$ cat src/rtl/sfu_buf_arbiter.sv
`default_nettype none
// ============================================================================
// Module   : sfu_buf_arbiter
// Purpose  : Shares one SFU FPU result FIFO between N_REQ write requesters
//            and sequences its read side. A round-robin arbiter admits one
//            valid/ready beat per cycle and writes {source id, payload} into
//            the FIFO. Because the FIFO exports no flags, its occupancy is
//            mirrored here. A 2-entry output buffer absorbs the FIFO's
//            1-cycle read latency and presents a valid/ready master port.
// Ports    : clk, rst_n (async active-low, shared with the FIFO)
//            s_valid/s_ready/s_data    requester side (s_ready one-hot/zero)
//            fifo_wr_en/fifo_wr_data   FIFO write port, entry = {id, data}
//            fifo_rd_en/fifo_rd_data   FIFO pop strobe / registered output
//            m_valid/m_ready/m_data/m_id  output beat
//            fifo_occ                  mirrored FIFO occupancy
// Options  : SFU_BUF_BURST_LOCK_EN adds s_last; a granted requester keeps
//            the grant until it delivers a beat with s_last set.
// Revision : 1.0  initial release
// ============================================================================
module sfu_buf_arbiter #(
  parameter int N_REQ      = 4,
  parameter int DATA_WIDTH = 32,
  parameter int FIFO_DEPTH = 16,
  localparam int ID_W      = (N_REQ > 1) ? $clog2(N_REQ) : 1,
  localparam int OCC_W     = $clog2(FIFO_DEPTH) + 1
) (
  input  logic                        clk,
  input  logic                        rst_n,
  input  logic [N_REQ-1:0]            s_valid,
  output logic [N_REQ-1:0]            s_ready,
  input  logic [N_REQ*DATA_WIDTH-1:0] s_data,
`ifdef SFU_BUF_BURST_LOCK_EN
  input  logic [N_REQ-1:0]            s_last,
`endif
  output logic                        fifo_wr_en,
  output logic [DATA_WIDTH+ID_W-1:0]  fifo_wr_data,
  output logic                        fifo_rd_en,
  input  logic [DATA_WIDTH+ID_W-1:0]  fifo_rd_data,
  output logic                        m_valid,
  input  logic                        m_ready,
  output logic [DATA_WIDTH-1:0]       m_data,
  output logic [ID_W-1:0]             m_id,
  output logic [OCC_W-1:0]            fifo_occ
);

  logic [ID_W-1:0]       r_ptr;
  logic [OCC_W-1:0]      r_occ;
  logic                  r_inflight;
  logic [1:0]            r_obuf_cnt;
  logic [DATA_WIDTH-1:0] r_head_data;
  logic [DATA_WIDTH-1:0] r_tail_data;
  logic [ID_W-1:0]       r_head_id;
  logic [ID_W-1:0]       r_tail_id;

  logic                  w_found;
  logic                  w_accept;
  logic                  w_full;
  logic                  w_pop;
  logic                  w_rd_en;
  logic [ID_W-1:0]       w_grant;
  logic [ID_W-1:0]       w_idx;
  logic [ID_W-1:0]       w_ptr_next;
  logic [DATA_WIDTH-1:0] w_sel_data;
  logic [DATA_WIDTH-1:0] w_rd_payload;
  logic [ID_W-1:0]       w_rd_id;

`ifdef SFU_BUF_BURST_LOCK_EN
  logic                  r_locked;
  logic [ID_W-1:0]       r_lock_id;
`endif

  // Round-robin search starting at the pointer; a held burst lock overrides
  // the search so only the locked requester can be granted.
  always_comb begin
    w_found = 1'b0;
    w_grant = '0;
    w_idx   = '0;
    for (int k = 0; k < N_REQ; k++) begin
      w_idx = ID_W'((int'(r_ptr) + k) % N_REQ);
      if (!w_found && s_valid[w_idx]) begin
        w_found = 1'b1;
        w_grant = w_idx;
      end
    end
`ifdef SFU_BUF_BURST_LOCK_EN
    if (r_locked) begin
      w_found = s_valid[r_lock_id];
      w_grant = r_lock_id;
    end
`endif
  end

  // A full FIFO silently drops writes, so no beat is admitted at full even
  // when a pop is issued in the same cycle. The rst_n term keeps s_ready low
  // while reset is asserted even though s_ready is combinational.
  assign w_full     = (r_occ == OCC_W'(FIFO_DEPTH));
  assign w_accept   = rst_n & w_found & ~w_full;
  assign w_ptr_next = (w_grant == ID_W'(N_REQ - 1)) ? '0 : w_grant + 1'b1;

  always_comb begin
    s_ready    = '0;
    w_sel_data = '0;
    for (int i = 0; i < N_REQ; i++) begin
      s_ready[i] = w_accept && (w_grant == ID_W'(i));
      if (w_grant == ID_W'(i)) begin
        w_sel_data = s_data[i*DATA_WIDTH +: DATA_WIDTH];
      end
    end
  end

  assign fifo_wr_en   = w_accept;
  assign fifo_wr_data = {w_grant, w_sel_data};

  // Issue a FIFO read only if the buffer will have room when the data lands:
  // entries held + entries in flight - entry leaving now must stay below 2.
  assign w_pop   = (r_obuf_cnt != 2'd0) & m_ready;
  assign w_rd_en = (r_occ != '0) &
                   (({1'b0, r_obuf_cnt} + {2'b00, r_inflight}) < (3'd2 + {2'b00, w_pop}));

  assign fifo_rd_en   = w_rd_en;
  assign w_rd_payload = fifo_rd_data[DATA_WIDTH-1:0];
  assign w_rd_id      = fifo_rd_data[DATA_WIDTH +: ID_W];

  assign m_valid  = (r_obuf_cnt != 2'd0);
  assign m_data   = r_head_data;
  assign m_id     = r_head_id;
  assign fifo_occ = r_occ;

  always_ff @(posedge clk or negedge rst_n) begin
    if (!rst_n) begin
      r_ptr       <= '0;
      r_occ       <= '0;
      r_inflight  <= 1'b0;
      r_obuf_cnt  <= 2'd0;
      r_head_data <= '0;
      r_tail_data <= '0;
      r_head_id   <= '0;
      r_tail_id   <= '0;
`ifdef SFU_BUF_BURST_LOCK_EN
      r_locked    <= 1'b0;
      r_lock_id   <= '0;
`endif
    end else begin
      if (w_accept) begin
`ifdef SFU_BUF_BURST_LOCK_EN
        // Pointer moves only when the burst closes.
        if (s_last[w_grant]) begin
          r_locked <= 1'b0;
          r_ptr    <= w_ptr_next;
        end else begin
          r_locked  <= 1'b1;
          r_lock_id <= w_grant;
        end
`else
        r_ptr <= w_ptr_next;
`endif
      end

      case ({w_accept, w_rd_en})
        2'b10:   r_occ <= r_occ + 1'b1;
        2'b01:   r_occ <= r_occ - 1'b1;
        default: r_occ <= r_occ;
      endcase

      r_inflight <= w_rd_en;

      // In-order 2-entry queue: head is presented, tail waits behind it.
      if (r_inflight && !w_pop) begin
        if (r_obuf_cnt == 2'd0) begin
          r_head_data <= w_rd_payload;
          r_head_id   <= w_rd_id;
        end else begin
          r_tail_data <= w_rd_payload;
          r_tail_id   <= w_rd_id;
        end
        r_obuf_cnt <= r_obuf_cnt + 2'd1;
      end else if (!r_inflight && w_pop) begin
        r_head_data <= r_tail_data;
        r_head_id   <= r_tail_id;
        r_obuf_cnt  <= r_obuf_cnt - 2'd1;
      end else if (r_inflight && w_pop) begin
        if (r_obuf_cnt == 2'd1) begin
          r_head_data <= w_rd_payload;
          r_head_id   <= w_rd_id;
        end else begin
          r_head_data <= r_tail_data;
          r_head_id   <= r_tail_id;
          r_tail_data <= w_rd_payload;
          r_tail_id   <= w_rd_id;
        end
      end
    end
  end

endmodule
`default_nettype wire

$ cat config.mk
export PLATFORM = sky130hd
export DESIGN_NAME = sfu_buf_arbiter
export DESIGN_NICKNAME = d
export VERILOG_FILES = /design/src/rtl/sfu_buf_arbiter.sv
export SDC_FILE = /design/constraint.sdc
export NUM_CORES = 1
export LEC_CHECK = 0
export ABC_AREA = 0
export BUFFER_PORTS_ARGS = -buffer_cell sky130_fd_sc_hd__buf_2
export CAP_MARGIN = 10
export CORE_MARGIN = 4
export CORE_UTILIZATION = 42
export CTS_CLUSTER_SIZE = 8
export DETAILED_ROUTE_END_ITERATION = 10
export PLACE_DENSITY_LB_ADDON = 0.15
export SYNTH_ARGS = -nofsm -noshare
export SYNTH_HDL_FRONTEND = slang
export SYNTH_SLANG_ARGS = --single-unit
$ cat constraint.sdc
create_clock -name clk -period 2.5 [get_ports clk]
set_input_delay 0.25 -clock clk [delete_from_list [all_inputs] [get_ports clk]]
set_output_delay 0.25 -clock clk [all_outputs]
set_load 0.03 [all_outputs]
==> impl_metrics.toml, run 1 <==
[synthesis]
ys_warn_count = 0
syn_area_um2 = 4900
avgSynthCellArea_um2 = 9.24
synth_cells = 530
ys_seq_area_share_pct = 39.9
ys_async_sr_fraction_pct = 100
synth_cell_type_count = 41
yosys.area.top_type = "dfrtp_1"
syn_nets = 715
synth_edf_count = 0
synth-main-ff-cell = "dfrtp_1"
synth_top_area_share_pct = 39.9
ys_seq_elements = 78
synth.area.top_cells = "dfrtp_1 40%, mux2_4 9.2%, nand2_1 7.9%"

[cells_and_area]
final_common_cell = "buf_2"
mostFrequentLayoutCells = "216 x buf_2, 96 x nand2_1, 75 x dfrtp_1, 36 x a21oi_1, 35 x mux2i_1"
multi_input_area_um2 = 3100
fill_cells = 906
drive_above_1_share_pct = 55.0
seq_area_um2 = 1960
num-nets-final = 977
final_cells = 943
utilization_pct = 66.3
syn2layout_area_growth_pct = 54.5

[route]
viasPerCell = 5.25
route.detailed.drc = 0
drtIter0Drc = 257
wl_per_cell_um = 17.5
postRouteAntennaNets = 0
dr.pass1.iters = 4
routed_wl_mm = 16.5
vias = 4955

[critical_path]
crit_chain = "a21oi_2 -> o21a_1 -> o22a_2 -> inv_4 -> ha_4 -> clkbuf_16 -> nand3b_1 -> a21oi_2 -> a21oi_2 -> o21ai_2 -> buf_6"
r2r_start = "r_obuf_cnt[0]"
crit_type = "reg -> out"
r2r_slack_ns = 0.05
cp.required_ns = 2.25
worst_ep_arrival_time_ns = 2.36
worst_path_max_delay_cell = "dfrtp_2"
path_max_fanout = 7
critPathMaxStageDelay_ns = 0.45
critPathCaptureType = "output pin"
startpoint = "r_ptr[1]"
cpMostUsedCell = "a21oi_2"
start_kind = "flop"

[clocking]
clk_path_buf_depth = 2
holdBufCountCts = 0
clkTransAtPathRegs_ns = 0.06
cts_sinks = 78
cts_buffers = 9
clk_latency_ns = 0.33
ctsRootBufferMaster = "clkbuf_16"
cts_tree = "built"
cts_htree_levels = 3

[sta]
grt_setup_unrepaired = "true"
post-route-worst-setup-slack_ns = -0.113
hold_viol = 0
period_needed_ns = 2.61
slew_headroom_pct = 34.2
worst_slew_pin_slew_ns = 0.988
max_freq_mhz = 383
maxSlewViolCount = 0
finalSetupTns_ns = -2.05
period_share_pct = 105
skew_ns = 0.00792
setup_viol = 32

[placement]
dp_hpwl_mm = 11.8
place_congestion = 0.836
place_inst = 905
numPortBuffers = 248
pre_cts_ws_ns = -0.0242

[power_and_ir_drop]
p_total_uw = 11600
cellPowerDensity_nw_per_um2 = 1530
max-vdd-ir-drop_mv = 0.921
leakage_uw = 0.00363

[grt]
grt_first_pass_wirelength_mm = 24.7
overflow = 0
grt_max_degree = 80
antenna_found_initial = 4
grtUsageTotal_pct = 23.4
grt_pass1_vias = 4946

[floorplan]
die_y_um = 116
start_util_pct = 42.9
core.rowCount = 39
die_w_um = 116
die_area_um2 = 13500
ios = 249
coreArea_um2 = 11400

[status]
status = "finished, violations left"
failed_checks = "negative setup slack"

[run]
cap_viol_max_count = 0

[worst_hold_path]
hp-class = "in -> reg"
holdCritStartpoint = "fifo_rd_data[18]"
[cells in the mapped netlist, types with 2 or more instances]
cell,n
o21a_1,2
o21ai_1,30
xnor2_1,2
mux2_4,30
dfrtp_1,78
nand3b_1,32
inv_1,14
a21oi_1,69
and2_1,4
buf_1,3
nor2_1,2
mux2_2,5
mux2i_1,36
ha_1,15
clkbuf_1,22
nand2_1,103
buf_2,8
o21ai_0,43
buf_6,6
nor3b_1,2
nor2b_1,2
xor2_1,3
[routing by layer]
metal / wire [um] / up-vias / GRT usage (%)
met2: 8700 / 188 / 42.2
met3: 1130 / 36 / 5.07
met5: 0 / - / 0
met4: 533 / 0 / 10.6
met1: 6150 / 2356 / 26.3
li1: - / 2375 / -
[report_power, final]
part           total (uW)  switching (uW)  internal (uW)
combinational        7840            4270           3570
sequential           2370             421           1950
clock                1400             501            897
[worst max-delay path: cells and delay by family, from the launching register on]
family,cells,cell delay (ns)
AND/OR/NAND/NOR,1,0.18
adder cells (fa/ha/maj),1,0.21
flip-flops,1,0.45
buffers and inverters,3,0.38
AO/OA/AOI/OAI,6,0.82
[metrics by stage]
step | hold WS (ns) | instance area, um^2
detailed placement | 0.465 | 6580
global route | 0.153 | 7570
global placement | 0.458 | 6580
CTS | 0.155 | 7290
floorplan | -0.0456 | 5100
finish | 0.165 | 7570
[cells by family (layout without fill, tap and decap cells)]
| family | after synthesis | in the layout | share of synthesized area, % |
|---|---|---|---|
| compound gates | 154 | 154 | 16.8 |
| xor+xnor | 5 | 5 | 0.894 |
| fa+ha+maj | 16 | 16 | 4.24 |
| buf+inv | 53 | 319 | 5.19 |
| flops | 78 | 78 | 39.9 |
| mux | 71 | 71 | 17.7 |
| other cells | 0 | 4 | 0 |
| simple gates | 153 | 153 | 15.3 |
[what timing repair did]
action / in CTS / in global routing
hold endpoints to repair: 0 / 0
gates resized for setup: 67 / 51
buffers inserted: 6 / 7
gates cloned: 4 / 2
endpoints found under the setup margin: 33 / 34
pin swaps: 5 / 8
[layout make-up]
type | instances | area share (%)
clock buffers | 10 | 3.16
diodes | 4 | 0.132
inverters | 14 | 0.728
clock inverters | 5 | 1.11
well taps | 143 | 2.36
flip-flops and latches | 78 | 25.8
multi-input cells | 399 | 40.9
repair buffers | 290 | 25.7
[path summary, 6_finish.rpt]
check,endpoint,cells after the start
worst max register to register,fifo_occ[4],11
worst max-delay path,fifo_wr_data[23],11
worst min register to register,m_data[0],2
min in group asynchronous,r_ptr[1],2
max in group asynchronous,fifo_occ[0],2
worst min-delay path,r_tail_data[18],2
[flip-flops by register name, indices dropped and copies added, names as in the netlist]
signal / cells
r_tail_id: 2
r_tail_data: 32
r_inflight: 1
fifo_occ: 5
m_id: 2
m_data: 32
r_obuf_cnt: 2
r_ptr: 2
Note: power is estimated with default switching activity, not from simulation.
==> run 2: changes to the inputs <==
GPL_ROUTABILITY_DRIVEN = 0   (was unset)
clock period = 2.24 ns   (was 2.5 ns; I/O delays follow)
==> run 2 against run 1 <==
  * Critical endpoint is now fifo_wr_data[26]
  * Flip-flop and latch count did not move
  * Routed wire length up 8.0%
  * The flow finishes with violations (negative hold slack, negative setup slack)
  * Non-clock buffer count up 45
  * Clock skew is 0.0020 ns lower
==> impl_metrics.toml, run 2 (synthesis results as in run 1) <==
[status]
failed_checks = "negative hold slack, negative setup slack"
status = "finished, violations left"

[placement]
dp_hpwl_mm = 12.2
pre_cts_ws_ns = -0.325
numPortBuffers = 248
place_inst = 937

[grt]
grt_max_degree = 42
antenna_found_initial = 3
overflow = 0
grt_pass1_vias = 5177
grt_first_pass_wirelength_mm = 25.4
grtUsageTotal_pct = 23.7

[critical_path]
cp.required_ns = 2.02
crit_type = "reg -> out"
start_kind = "flop"
path_max_fanout = 10
worst_ep_arrival_time_ns = 2.42
critPathCaptureType = "output pin"

[cells_and_area]
mostFrequentLayoutCells = "210 x buf_2, 76 x nand2_1, 75 x dfrtp_1, 61 x a21oi_2, 51 x buf_6"
syn2layout_area_growth_pct = 75.1
final_common_cell = "buf_2"
num-nets-final = 1022
fill_cells = 773
final_cells = 987
drive_above_1_share_pct = 65.1

[sta]
maxSlewViolCount = 0
slew_headroom_pct = 64.3
skew_ns = 0.00595
setup_viol = 39
finalSetupTns_ns = -11.70
post-route-worst-setup-slack_ns = -0.408
max_freq_mhz = 378
hold_viol = 26
grt_setup_unrepaired = "true"
period_share_pct = 118
holdWs_ns = -0.0140
period_needed_ns = 2.65
worst_slew_pin_slew_ns = 0.535

[clocking]
clkTransAtPathRegs_ns = 0.06
cts_htree_levels = 3
clk_latency_ns = 0.34
holdBufCountCts = 0
cts_sinks = 78
clk_path_buf_depth = 2
cts_buffers = 9
ctsRootBufferMaster = "clkbuf_16"
cts_tree = "built"

[route]
vias = 5204
viasPerCell = 5.27
drtIter0Drc = 306
dr.pass1.iters = 5
routed_wl_mm = 17.8
wl_per_cell_um = 18.1
postRouteAntennaNets = 0
route.detailed.drc = 0

[power_and_ir_drop]
leakage_uw = 0.00401
cellPowerDensity_nw_per_um2 = 1740
max-vdd-ir-drop_mv = 1.16
p_total_uw = 14900

[floorplan]
ios = 249
die_area_um2 = 13500
core.rowCount = 39
die_y_um = 116
coreArea_um2 = 11400
start_util_pct = 42.9
die_w_um = 116

[run]
cap_viol_max_count = 0

[worst_hold_path]
hp-class = "in -> async"
## run 2: timing repair
action,in CTS,in global routing
setup endpoints to repair,39,88
gates resized for setup,99,44
buffers inserted,8,19
pin swaps,9,45
hold endpoints to repair,0,0
gates cloned,2,7
## run 2: power by group
group | switching, uW | internal [uW]
clock | 586 | 1010
combinational | 5500 | 5170
sequential | 467 | 2180
total | 6550 | 8350
## run 2: critical path, cell delays in order (launching register included)
cell      delay [ns]
dfrtp_2         0.45
a21oi_2         0.14
o21a_1          0.15
o22a_4          0.15
inv_4           0.04
ha_4            0.17
buf_12          0.14
buf_16          0.15
nand3b_1        0.17
a21oi_2         0.18
a21oi_2         0.06
o21ai_2         0.13
buf_6           0.15
## run 2: final timing paths
| kind | from | end | slack (ns) | cells after the start |
|---|---|---|---|---|
| max in group asynchronous | rst_n | fifo_occ[0] | 1.29 | 3 |
| setup reg to reg | r_obuf_cnt[0] | fifo_occ[4] | -0.31 | 13 |
| hold reg to reg | m_data[25] | m_data[25] | 0.48 | 2 |
| min in group clk | fifo_rd_data[31] | r_tail_data[31] | 0.13 | 2 |
| setup / recovery | r_ptr[1] | fifo_wr_data[26] | -0.41 | 12 |
| hold / removal | rst_n | m_data[26] | -0.01 | 2 |
## run 2: cell type report
cell class	count	area, um^2	area share [%]
antenna	2	5.00	0.0584
clock buffer	11	243	2.83
clock inverter	5	82.6	0.963
inverter	14	57.6	0.671
multi-input combinational	399	3530	41.1
sequential	78	1960	22.8
tap	143	179	2.09
timing repair buffer	335	2530	29.5
## run 2: per-stage QoR
stage	utilization [%]	cell area (um^2)
detailed placement	64.5	7370
global route	75.1	8580
finish	75.1	8580
floorplan	-	5680
CTS	71.2	8130
global placement	64.5	7370
## run 2: per-layer routing
| metal | GRT usage [%] | vias up | wire length, um |
|---|---|---|---|
| li1 | - | 2465 | - |
| met5 | 0 | - | 12 |
| met2 | 42.4 | 198 | 9520 |
| met4 | 9.59 | 2 | 464 |
| met3 | 4.86 | 34 | 1090 |
| met1 | 27.5 | 2505 | 6740 |
==> run 3: changes to the inputs <==
SKIP_LAST_GASP = 1   (was unset)
==> run 3 against run 2 <==
  * The flow still finishes with violations (negative hold slack, negative setup slack)
  * Maximum frequency rose by 0.98%
  * Global-route usage decreased by 0.14 points
  * Worst hold slack improved by 0.0010 ns
  * Routed wire length grew 0.66%
  * Via count up 1.1%
  * Sequential power about the same
  * Clock power hardly changed
  * Final area decreased by 1.2%
  * Combinational power about the same
  * Setup slack improved by 0.026 ns
==> impl_metrics.toml, run 3 (synthesis results as in run 1) <==
[status]
status = "finished, violations left"
failed_checks = "negative hold slack, negative setup slack"

[placement]
pre_cts_ws_ns = -0.325
dp_hpwl_mm = 12.2
numPortBuffers = 248

[grt]
grt_pass1_vias = 5132
grt_max_degree = 42
grtUsageTotal_pct = 23.5
antenna_found_initial = 3
overflow = 0
grt_first_pass_wirelength_mm = 25.2

[clocking]
ctsRootBufferMaster = "clkbuf_16"
cts_htree_levels = 3
clk_latency_ns = 0.33
clk_path_buf_depth = 2
cts_tree = "built"
clkTransAtPathRegs_ns = 0.06
holdBufCountCts = 0
cts_buffers = 9
cts_sinks = 78

[critical_path]
crit_type = "reg -> out"
r2r_slack_ns = -0.32
start_kind = "flop"
cp.required_ns = 2.02
worst_ep_arrival_time_ns = 2.40
critPathCaptureType = "output pin"
r2r_start = "r_obuf_cnt[0]"
rr_endpoint = "fifo_occ[4]"
crit_path_end = "fifo_wr_data[24]"
startpoint = "r_ptr[0]"
ff2ff_path_depth = 13
path_max_fanout = 7

[sta]
worst_slew_pin_slew_ns = 0.532
hold_viol = 24
maxSlewViolCount = 0
post-route-worst-setup-slack_ns = -0.383
max_freq_mhz = 381
slew_headroom_pct = 64.5
period_needed_ns = 2.62
grt_setup_unrepaired = "true"
skew_ns = 0.00510
finalSetupTns_ns = -10.71
holdWs_ns = -0.0130
setup_viol = 38
period_share_pct = 117

[floorplan]
die_area_um2 = 13500
start_util_pct = 42.9
ios = 249
coreArea_um2 = 11400
core.rowCount = 39
die_y_um = 116
die_w_um = 116

[cells_and_area]
fill_cells = 808
mostFrequentLayoutCells = "213 x buf_2, 81 x nand2_1, 75 x dfrtp_1, 68 x buf_4, 56 x a21oi_2"
utilization_pct = 74.2
final_common_cell = "buf_2"
syn2layout_area_growth_pct = 73.0
num-nets-final = 1025
drive_above_1_share_pct = 63.8

[power_and_ir_drop]
max-vdd-ir-drop_mv = 1.15
leakage_uw = 0.00399
cellPowerDensity_nw_per_um2 = 1740

[route]
drtIter0Drc = 295
viasPerCell = 5.31
route.detailed.drc = 0
dr.pass1.iters = 4
routed_wl_mm = 17.9
wl_per_cell_um = 18.1
postRouteAntennaNets = 0
vias = 5261

[run]
cap_viol_max_count = 0

[worst_hold_path]
hp-class = "in -> async"
run 3: cell count changes in the layout (fill, tap and decap cells not counted), sizes merged:
cell and delta:
clkbuf +1, buf +2
run 3: power breakdown:
part           switching (uW)  total (uW)  internal [uW]
clock network             582        1590           1010
registers                 465        2640           2180
logic                    5430       10500           5040
run 3: routing by layer:
layer | global-route usage, % | wire length (um)
met5 | 0 | 12
met4 | 9.51 | 536
met3 | 4.80 | 1190
met2 | 42.0 | 9550
met1 | 27.5 | 6660
run 3: worst min-delay path by stage:
| stage | startpoint | to |
|---|---|---|
| after CTS | rst_n | r_tail_id[1] |
| after global placement | rst_n | r_tail_data[26] |
| after global routing | rst_n | r_tail_data[30] |
| after detailed placement | rst_n | r_tail_id[1] |
| after floorplan | rst_n | fifo_occ[0] |
| final | rst_n | m_data[26] |
run 3: timing repair:
action,in CTS,in global routing
buffers inserted,8,20
pin swaps,8,26
cloned,2,8
gates resized for setup,58,51
endpoints found under the setup margin,39,88
run 3: area by class of cell:
| class | instances | area (um^2) | area share (%) |
|---|---|---|---|
| well taps | 143 | 179 | 2.11 |
| diodes | 2 | 5.00 | 0.0591 |
| clock inverters | 5 | 82.6 | 0.975 |
| repair buffers | 338 | 2470 | 29.2 |
| inverters | 14 | 57.6 | 0.679 |
| clock buffers | 11 | 243 | 2.87 |
| flip-flops and latches | 78 | 1960 | 23.1 |
| multi-input cells | 399 | 3470 | 41.0 |
run 3: metrics by stage:
stage / power (uW) / cell area [um^2] / std cells / hold slack [ns]
6_report: 14700 / 8470 / 990 / -0.0130
5_1_grt: 15500 / 8470 / 990 / 0.0249
4_1_cts: 13800 / 8010 / 963 / 0.0176
2_1_floorplan: 9110 / 5680 / 530 / -0.0716
3_3_place_gp: 11300 / 7370 / 937 / 0.363
3_5_place_dp: 11600 / 7370 / 937 / 0.369
run 3: critical path, stage by stage (launching register included):
cell and delay (ns):
dfrtp_1 0.41, buf_4 0.15, mux2i_2 0.19, a211oi_4 0.12, buf_4 0.16, buf_6 0.11
ha_4 0.20, buf_6 0.14, clkbuf_16 0.15, buf_4 0.14, o21ai_2 0.16, buf_6 0.15
